==> src/rtl/hazard_sched.sv <==
// Hazard/stall scheduler for a 5-stage non-forwarding RV32I pipeline.
// Optional perf counters are enabled with `define HAZARD_SCHED_PERF_EN.
module hazard_sched #(
    parameter int unsigned WB_WRITE_FIRST = 1,
    parameter int unsigned REG_AW         = 5
) (
    input  logic              clk_i,
    input  logic              rst_i,
    input  logic              id_vld_i,
    input  logic [REG_AW-1:0] id_rs1_i,
    input  logic              id_use_rs1_i,
    input  logic [REG_AW-1:0] id_rs2_i,
    input  logic              id_is_rs2_i,
    input  logic [REG_AW-1:0] id_rd_i,
    input  logic              id_rd_wren_i,
    input  logic              ex_redirect_i,
    output logic              stall_if_o,
    output logic              stall_id_o,
    output logic              bubble_ex_o,
    output logic              flush_ifid_o,
`ifdef HAZARD_SCHED_PERF_EN
    output logic [31:0]       perf_stall_cnt_o,
    output logic [31:0]       perf_flush_cnt_o,
`endif
    output logic [1:0]        state_o
);

    typedef enum logic [1:0] {
        StRun   = 2'd0,
        StStall = 2'd1,
        StFlush = 2'd2
    } state_e;

    state_e            state_q, state_d;
    logic              sb_ex_vld_q, sb_mem_vld_q, sb_wb_vld_q;
    logic [REG_AW-1:0] sb_ex_rd_q, sb_mem_rd_q, sb_wb_rd_q;
    logic              sb_ex_vld_d;
    logic              hit_rs1, hit_rs2, hazard;

    function automatic logic src_match(input logic [REG_AW-1:0] rs,
                                       input logic ex_v, input logic [REG_AW-1:0] ex_rd,
                                       input logic mem_v, input logic [REG_AW-1:0] mem_rd,
                                       input logic wb_v, input logic [REG_AW-1:0] wb_rd);
        logic m;
        m = (ex_v && (ex_rd == rs)) || (mem_v && (mem_rd == rs));
        // With write-through regfile, WB's result is already visible to ID.
        if (WB_WRITE_FIRST == 0) begin
            m = m || (wb_v && (wb_rd == rs));
        end
        return (rs != '0) && m;
    endfunction

    always_comb begin
        hit_rs1 = src_match(id_rs1_i, sb_ex_vld_q, sb_ex_rd_q, sb_mem_vld_q, sb_mem_rd_q,
                            sb_wb_vld_q, sb_wb_rd_q);
        hit_rs2 = src_match(id_rs2_i, sb_ex_vld_q, sb_ex_rd_q, sb_mem_vld_q, sb_mem_rd_q,
                            sb_wb_vld_q, sb_wb_rd_q);
        hazard  = id_vld_i && ((id_use_rs1_i && hit_rs1) || (id_is_rs2_i && hit_rs2));
    end

    always_comb begin
        stall_if_o   = 1'b0;
        stall_id_o   = 1'b0;
        bubble_ex_o  = 1'b0;
        flush_ifid_o = 1'b0;
        state_d      = StRun;
        // Outputs are forced low while reset is held, even if redirect is high.
        if (!rst_i) begin
            if (ex_redirect_i) begin
                flush_ifid_o = 1'b1;
                bubble_ex_o  = 1'b1;
                state_d      = StFlush;
            end else if (hazard) begin
                stall_if_o  = 1'b1;
                stall_id_o  = 1'b1;
                bubble_ex_o = 1'b1;
                state_d     = StStall;
            end
        end
    end

    always_comb begin
        sb_ex_vld_d = 1'b0;
        if (!bubble_ex_o && id_vld_i) begin
            sb_ex_vld_d = id_rd_wren_i && (id_rd_i != '0);
        end
    end

    always_ff @(posedge clk_i or posedge rst_i) begin
        if (rst_i) begin
            state_q      <= StRun;
            sb_ex_vld_q  <= 1'b0;
            sb_mem_vld_q <= 1'b0;
            sb_wb_vld_q  <= 1'b0;
            sb_ex_rd_q   <= '0;
            sb_mem_rd_q  <= '0;
            sb_wb_rd_q   <= '0;
        end else begin
            state_q      <= state_d;
            sb_wb_vld_q  <= sb_mem_vld_q;
            sb_wb_rd_q   <= sb_mem_rd_q;
            sb_mem_vld_q <= sb_ex_vld_q;
            sb_mem_rd_q  <= sb_ex_rd_q;
            sb_ex_vld_q  <= sb_ex_vld_d;
            sb_ex_rd_q   <= id_rd_i;
        end
    end

    assign state_o = state_q;

`ifdef HAZARD_SCHED_PERF_EN
    logic [31:0] stall_cnt_q, flush_cnt_q;

    always_ff @(posedge clk_i or posedge rst_i) begin
        if (rst_i) begin
            stall_cnt_q <= '0;
            flush_cnt_q <= '0;
        end else begin
            if (stall_if_o && (stall_cnt_q != 32'hFFFF_FFFF)) begin
                stall_cnt_q <= stall_cnt_q + 32'd1;
            end
            if (flush_ifid_o && (flush_cnt_q != 32'hFFFF_FFFF)) begin
                flush_cnt_q <= flush_cnt_q + 32'd1;
            end
        end
    end

    assign perf_stall_cnt_o = stall_cnt_q;
    assign perf_flush_cnt_o = flush_cnt_q;
`endif

endmodule
==> config.mk <==
export PLATFORM = sky130hd
export DESIGN_NAME = hazard_sched
export DESIGN_NICKNAME = d
export VERILOG_FILES = /design/src/rtl/hazard_sched.sv
export SDC_FILE = /design/constraint.sdc
export NUM_CORES = 1
export LEC_CHECK = 0
export BUFFER_PORTS_ARGS = -buffer_cell sky130_fd_sc_hd__clkbuf_2
export CAP_MARGIN = 20
export CORE_AREA = 2 2 41 43
export CTS_BUF_LIST = sky130_fd_sc_hd__clkbuf_4 sky130_fd_sc_hd__clkbuf_8 sky130_fd_sc_hd__clkbuf_16
export DETAILED_ROUTE_END_ITERATION = 12
export DIE_AREA = 0 0 43 45
export PLACE_DENSITY = 0.78
export SLEW_MARGIN = 15
export SYNTH_ARGS = -nofsm -noshare
export SYNTH_HDL_FRONTEND = slang
export SYNTH_SLANG_ARGS = --single-unit
==> constraint.sdc <==
create_clock -name clk_i -period 3.21 [get_ports clk_i]
set_clock_uncertainty 0.15 [all_clocks]
set_input_delay 0.1605 -clock clk_i [delete_from_list [all_inputs] [get_ports clk_i]]
set_output_delay 0.1605 -clock clk_i [all_outputs]
set_load 0.05 [all_outputs]
==> flow_metrics.py, run 1 <==
metrics = {
    "detailed_routing": {
        "initialDrtViolationCount": 3,
        "routedWlPerCell_um": 13.0,
        "antenna_left": 0,
        "wl_met1_um": 649,
        "met3_wirelength_um": 112,
        "drc": 0,
        "vias": 548,
        "wl_met2_um": 662,
        "vias_per_cell": 4.98,
        "first_pass_iters": 3,
        "finalWirelength_um": 1430,
        "highest_layer": "met3",
    },
    "global_route": {
        "first_global_vias": 595,
        "overflow": 0,
        "antenna_found_initial": 0,
        "grt_max_degree": 17,
        "grt_usage_pct": 18.0,
        "grt_pass1_wl_um": 2550,
    },
    "synthesis": {
        "synth_compound_area_share_pct": 10.5,
        "yosys_warnings": 0,
        "avgSynthCellArea_um2": 12.2,
        "netlist_instances": 57,
        "syn-cell-area_um2": 694,
        "synth_top_area_share_pct": 50.5,
        "post_synth_and_or_nand_nor_area_fraction_pct": 12.3,
        "yosysSeqAreaShare_pct": 50.5,
        "netlist_top_cells_area": "dfrtp_1, xor2_1, xnor2_1",
        "synth_fp_nets": 79,
        "synth_adder_area_share_pct": 0,
        "synth_top_family_by_area": "XOR/XNOR gates",
        "synthXorXnorAreaFrac_pct": 25.2,
        "synth_top_area_cell": "dfrtp_1",
        "ys_seq_elements": 14,
        "synth_cell_type_count": 19,
        "synthMuxAreaShare_pct": 0,
    },
    "flow_run": {
        "maxCapViolations": 0,
    },
    "floorplan": {
        "die_h_um": 45,
        "dieArea_mm2": 0.00194,
        "core_mm2": 0.00147,
        "dieWidth_um": 43,
        "num_rows": 14,
        "initial_utilization_pct": 47.2,
        "ios": 28,
    },
    "worst_setup_path": {
        "crit_fanout": 3,
        "startpoint_type": "register",
        "crit_path_end_kind": "primary output",
        "max_stage_delay_ps": 410,
        "critical_path_class": "reg2out",
        "cp.required_ps": 2900,
        "arrival_ps": 2210,
        "path_cells": "xor2_1 > nor4_2 > a32oi_1 > o22a_2 > nor3_1 > clkbuf_2",
        "critPathSlowestCell": "dfrtp_1",
    },
    "sta": {
        "setup_viol": 0,
        "fmax_mhz": 397,
        "max_slew_margin_pct": 60.4,
        "rsz0062_at_grt": "no",
        "hold_violations": 0,
        "tns_ps": 0,
        "min_period_ps": 2520,
        "slew_violations": 0,
        "max_slew.worst_pin.slew_ps": 594,
        "finalCritPeriodShare_pct": 78.4,
    },
    "finish": {
        "final_cell_mix": "clkbuf_2, xor2_1, dfrtp_1, dlygate4sd3_1, xnor2_1",
        "drive_above_1_share_pct": 36.2,
        "syn_to_final_growth_pct": 36.6,
        "mostFrequentLayoutCell": "clkbuf_2",
        "fin_nets": 117,
        "fillers": 126,
        "finalInstanceArea_um2": 948,
        "antenna_cells": 0,
    },
    "placed_design": {
        "dp_hpwl_um": 1130,
        "io_buffers": 27,
        "routabilityCongestion": 0.819,
        "post_dp_cell_area_um2": 842,
    },
    "pwr": {
        "cellPowerDensity_mw_per_mm2": 405,
        "ir_drop_mv": 0.238,
        "p_leak_nw": 0.447,
    },
    "clock_network": {
        "post_cts_resized": 0,
        "postCtsHoldBufs": 7,
        "clock_path_buffers": 2,
        "cts_tree": "yes",
        "cts_root_buffer": "clkbuf_4",
        "insertion_delay_ps": 270,
        "cts_max_level": 1,
        "clk_pin_slew_worst_paths_ps": 80,
        "post_cts.repair.setup_buffers": 0,
        "cts_num_sinks": 14,
        "cts_buffers": 3,
    },
    "hold_path": {
        "hold_path.class": "in2reg",
    },
    "run_status": {
        "status": "finished, final reports clean",
    },
}
## synthesized netlist by cell type (all sizes together)
| library cell | number |
|---|---|
| xor2 | 16 |
| dfrtp | 14 |
| nor4 | 4 |
| xnor2 | 4 |
| or4 | 3 |
| a32oi | 2 |
| and2 | 2 |
| o21ai | 2 |
| a2bb2o | 1 |
| buf | 1 |
| inv | 1 |
| nand2 | 1 |
| nor2 | 1 |
| nor2b | 1 |
| nor3 | 1 |
| o211ai | 1 |
| o21bai | 1 |
| o22a | 1 |
## sequential cells by signal, indices dropped and copies added (netlist names)
register,flops
state_o,2
sb_mem_rd_q,5
sb_mem_vld_q,1
sb_ex_vld_q,1
sb_ex_rd_q,5
## cell families (layout without fill, tap and decap cells)
kind of cell / after synthesis / after routing
AO/OA/AOI/OAI: 8 / 8
XOR/XNOR: 20 / 20
flip-flops: 14 / 14
AND/OR/NAND/NOR: 13 / 13
buffers and inverters: 2 / 39
## path summary, 6_finish.rpt
path	end	from	slack, ps	cells after the start
max	stall_if_o	sb_mem_rd_q[4]	690	6
min	state_o[0]	id_vld_i	20	3
max reg2reg	state_o[0]	sb_mem_rd_q[4]	1360	5
min reg2reg	sb_mem_vld_q	sb_ex_vld_q	250	0
max in group asynchronous	sb_mem_rd_q[1]	rst_i	2190	3
min in group asynchronous	sb_mem_rd_q[4]	rst_i	330	3
## per-layer routing
layer	vias up	track usage, %
met5	-	0
met4	0	5.45
met3	0	4.80
met2	27	31.2
met1	245	22.4
li1	276	-
## stage by stage
stage	total power, mW	hold slack [ps]	std cells	worst slack [ps]	utilization [%]
global placement	0.259	88.0	99	1080	57.2
global route	0.404	42.7	110	572	64.5
floorplan	0.233	-74.9	57	208	-
finish	0.384	23.9	110	692	64.5
detailed placement	0.260	95.3	99	1020	57.2
CTS	0.389	16.3	110	710	64.5
## critical path: cells and delay by family (launching register included)
kind / cells / cell delay (ps)
buf+inv: 1 / 350
compound gates: 2 / 420
xor+xnor: 1 / 180
simple gates: 2 / 570
flops: 1 / 410
## final cells by class
class	count	area [µm²]	area share, %
flip-flops and latches	14	350	36.9
multi-input cells	41	333	35.1
repair buffers	34	205	21.6
clock buffers	4	36.3	3.83
well taps	16	20.0	2.11
inverters	1	3.75	0.396
## power breakdown
group          internal, mW  total, mW  switching, mW
Sequential            0.185      0.193        0.00752
Combinational        0.0341     0.0695         0.0355
Clock                0.0689      0.122         0.0533
Total                 0.288      0.384         0.0963
(Power assumes the default switching activity.)
==> inputs of run 2 (changes only) <==
ABC_AREA = 1   (was default)
CORE_AREA = 2 2 45 47   (was 2 2 41 43)
DIE_AREA = 0 0 47 49   (was 0 0 43 45)
PLACE_DENSITY = 0.74   (was 0.78)
clock period = 2.4 ns   (was 3.21 ns; I/O delays follow)
==> flow_metrics.py, run 2 <==
metrics = {
    "worst_setup_path": {
        "max_stage_delay_ps": 400,
        "crit_fanout": 4,
        "cp.required_ps": 2130,
        "critical_path_class": "reg2out",
        "arrival_ps": 1750,
        "critPathMostFrequentCell": "nand2_1",
        "path_cells": "inv_1 > nand2_1 > nand2_1 > nor2_1 > nand3_1 > nand2_1 > nand2_1 > nand2_1 > nand2_2 > nor2_1 > clkbuf_2",
        "startpoint_type": "register",
        "critPathSlowestCell": "dfrtp_1",
        "crit_path_end_kind": "primary output",
    },
    "pwr": {
        "p_switching_uw": 143,
        "clockPowerShare_pct": 30.4,
        "p_leak_nw": 0.702,
        "cellPowerDensity_mw_per_mm2": 469,
        "power_frac_seq_pct": 48.5,
        "ir_drop_mv": 0.434,
        "p_sw_share_pct": 27.1,
        "p_int_uw": 385,
        "p_comb_share_pct": 21.1,
    },
    "flow_run": {
        "maxCapViolations": 0,
    },
    "finish": {
        "mostFrequentLayoutCell": "nand2_1",
        "post-route-util_pct": 61.1,
        "drive_above_1_share_pct": 24.7,
        "final_cell_mix": "nand2_1, clkbuf_2, inv_1, nor2_1, dfrtp_1",
        "syn_to_final_growth_pct": 35.5,
        "finalInstanceArea_mm2": 0.00113,
        "antenna_cells": 0,
        "fin_nets": 197,
    },
    "placed_design": {
        "routabilityCongestion": 0.848,
        "dp_hpwl_um": 1430,
        "io_buffers": 27,
        "post_dp_cell_area_um2": 1000,
        "place_ws_ps": 670,
    },
    "clock_network": {
        "cts_num_sinks": 14,
        "post_cts.repair.setup_buffers": 0,
        "cts_tree": "yes",
        "cts_buffers": 3,
        "clock_path_buffers": 2,
        "insertion_delay_ps": 270,
        "postCtsHoldBufs": 9,
        "clk_pin_slew_worst_paths_ps": 80,
        "post_cts_resized": 0,
        "cts_max_level": 1,
        "cts_root_buffer": "clkbuf_4",
    },
    "floorplan": {
        "ios": 28,
        "core_mm2": 0.00184,
        "num_rows": 16,
        "die_h_um": 49,
        "dieWidth_um": 47,
        "initial_utilization_pct": 45.1,
        "dieArea_mm2": 0.00230,
    },
    "synthesis": {
        "syn-cell-area_um2": 831,
        "netlist_top_cells_count": "nand2_1, inv_1, nor2_1",
        "synth_fp_nets": 156,
        "avgSynthCellArea_um2": 6.20,
        "postSynth.asyncResetShare_pct": 100,
        "yosysSeqAreaShare_pct": 42.2,
        "netlist_top_cells_area": "dfrtp_1, nand2_1, inv_1",
        "synthFlopType": "dfrtp_1",
        "synth_top_area_cell": "dfrtp_1",
        "ys_seq_elements": 14,
        "synth_cell_type_count": 13,
        "synth_top_area_share_pct": 42.2,
        "synth_most_common_cell": "nand2_1",
        "yosys_warnings": 0,
        "netlist_instances": 134,
        "synth_edf_count": 0,
    },
    "sta": {
        "setup_viol": 0,
        "min_period_ps": 2020,
        "rsz0062_at_grt": "no",
        "hold_violations": 0,
        "finalCritPeriodShare_pct": 84.3,
        "tns_ps": 0,
        "setup_slack_ps": 377,
        "max_slew.worst_pin.slew_ps": 279,
        "fmax_mhz": 494,
        "max_slew_margin_pct": 81.5,
        "fin_hold_ws_ps": 78.0,
        "slew_violations": 0,
    },
    "detailed_routing": {
        "routedWlPerCell_um": 9.10,
        "vias": 901,
        "vias_per_cell": 4.48,
        "antenna_left": 0,
        "first_pass_iters": 4,
        "finalWirelength_um": 1830,
        "initialDrtViolationCount": 13,
        "drc": 0,
    },
    "global_route": {
        "grt_usage_pct": 18.6,
        "grt_pass1_wl_um": 3150,
        "first_global_vias": 805,
        "overflow": 0,
        "antenna_found_initial": 0,
        "grt_max_degree": 15,
    },
    "run_status": {
        "status": "finished, final reports clean",
    },
    "hold_path": {
        "hold_path.class": "in2reg",
    },
}
-- run 2: area by class of cell --
cell class,instances,area (µm²)
flip-flops and latches,14,350
clock buffers,4,36.3
repair buffers,37,233
fillers,174,716
well taps,27,33.8
multi-input cells,94,379
inverters,25,93.8
-- run 2: path summary, 6_finish.rpt --
path,from,end,slack [ps],depth (start not counted)
min reg2reg,sb_ex_rd_q[3],sb_mem_rd_q[3],230,0
min in group asynchronous,rst_i,sb_ex_rd_q[3],280,4
max reg2reg,sb_ex_rd_q[2],state_o[0],990,10
min,id_vld_i,state_o[0],80,5
max in group asynchronous,rst_i,sb_mem_rd_q[3],1660,4
max,sb_ex_rd_q[2],stall_if_o,380,11
-- run 2: cells by family after synthesis --
logic type             share of synthesized area [%]
buffers and inverters                           12.2
and+or+nand+nor                                 43.8
AOI/OAI and AO/OA                               1.81
DFF                                             42.2
-- run 2: power by group through the flow --
stage	Clock, mW	Sequential (mW)	Combinational [mW]
CTS	0.166	0.256	0.111
detailed placement	0	0.261	0.0992
floorplan	0	0.262	0.0590
finish	0.161	0.256	0.111
global placement	0	0.260	0.0983
global route	0.174	0.258	0.127
-- run 2: stage by stage --
| step | cells | power, mW |
|---|---|---|
| final | 201 | 0.528 |
| after global routing | 201 | 0.560 |
| after CTS | 201 | 0.533 |
| after detailed placement | 188 | 0.360 |
| after global placement | 188 | 0.358 |
| after floorplan | 134 | 0.321 |
-- run 2: layer usage --
metal  track usage, %  share of wire (%)  vias up
met4             6.94                1.3        0
li1                 -                  -      475
met1             21.3                 40      390
met2             33.8                 54       32
met3             1.48                4.9        4
met5                0                  0        -
-- run 2: worst max-delay path, delay by kind of cell, from the launching register on --
kind | cells | cell delay (ps)
buffers and inverters | 2 | 380
flip-flops | 1 | 400
AND/OR/NAND/NOR | 9 | 720
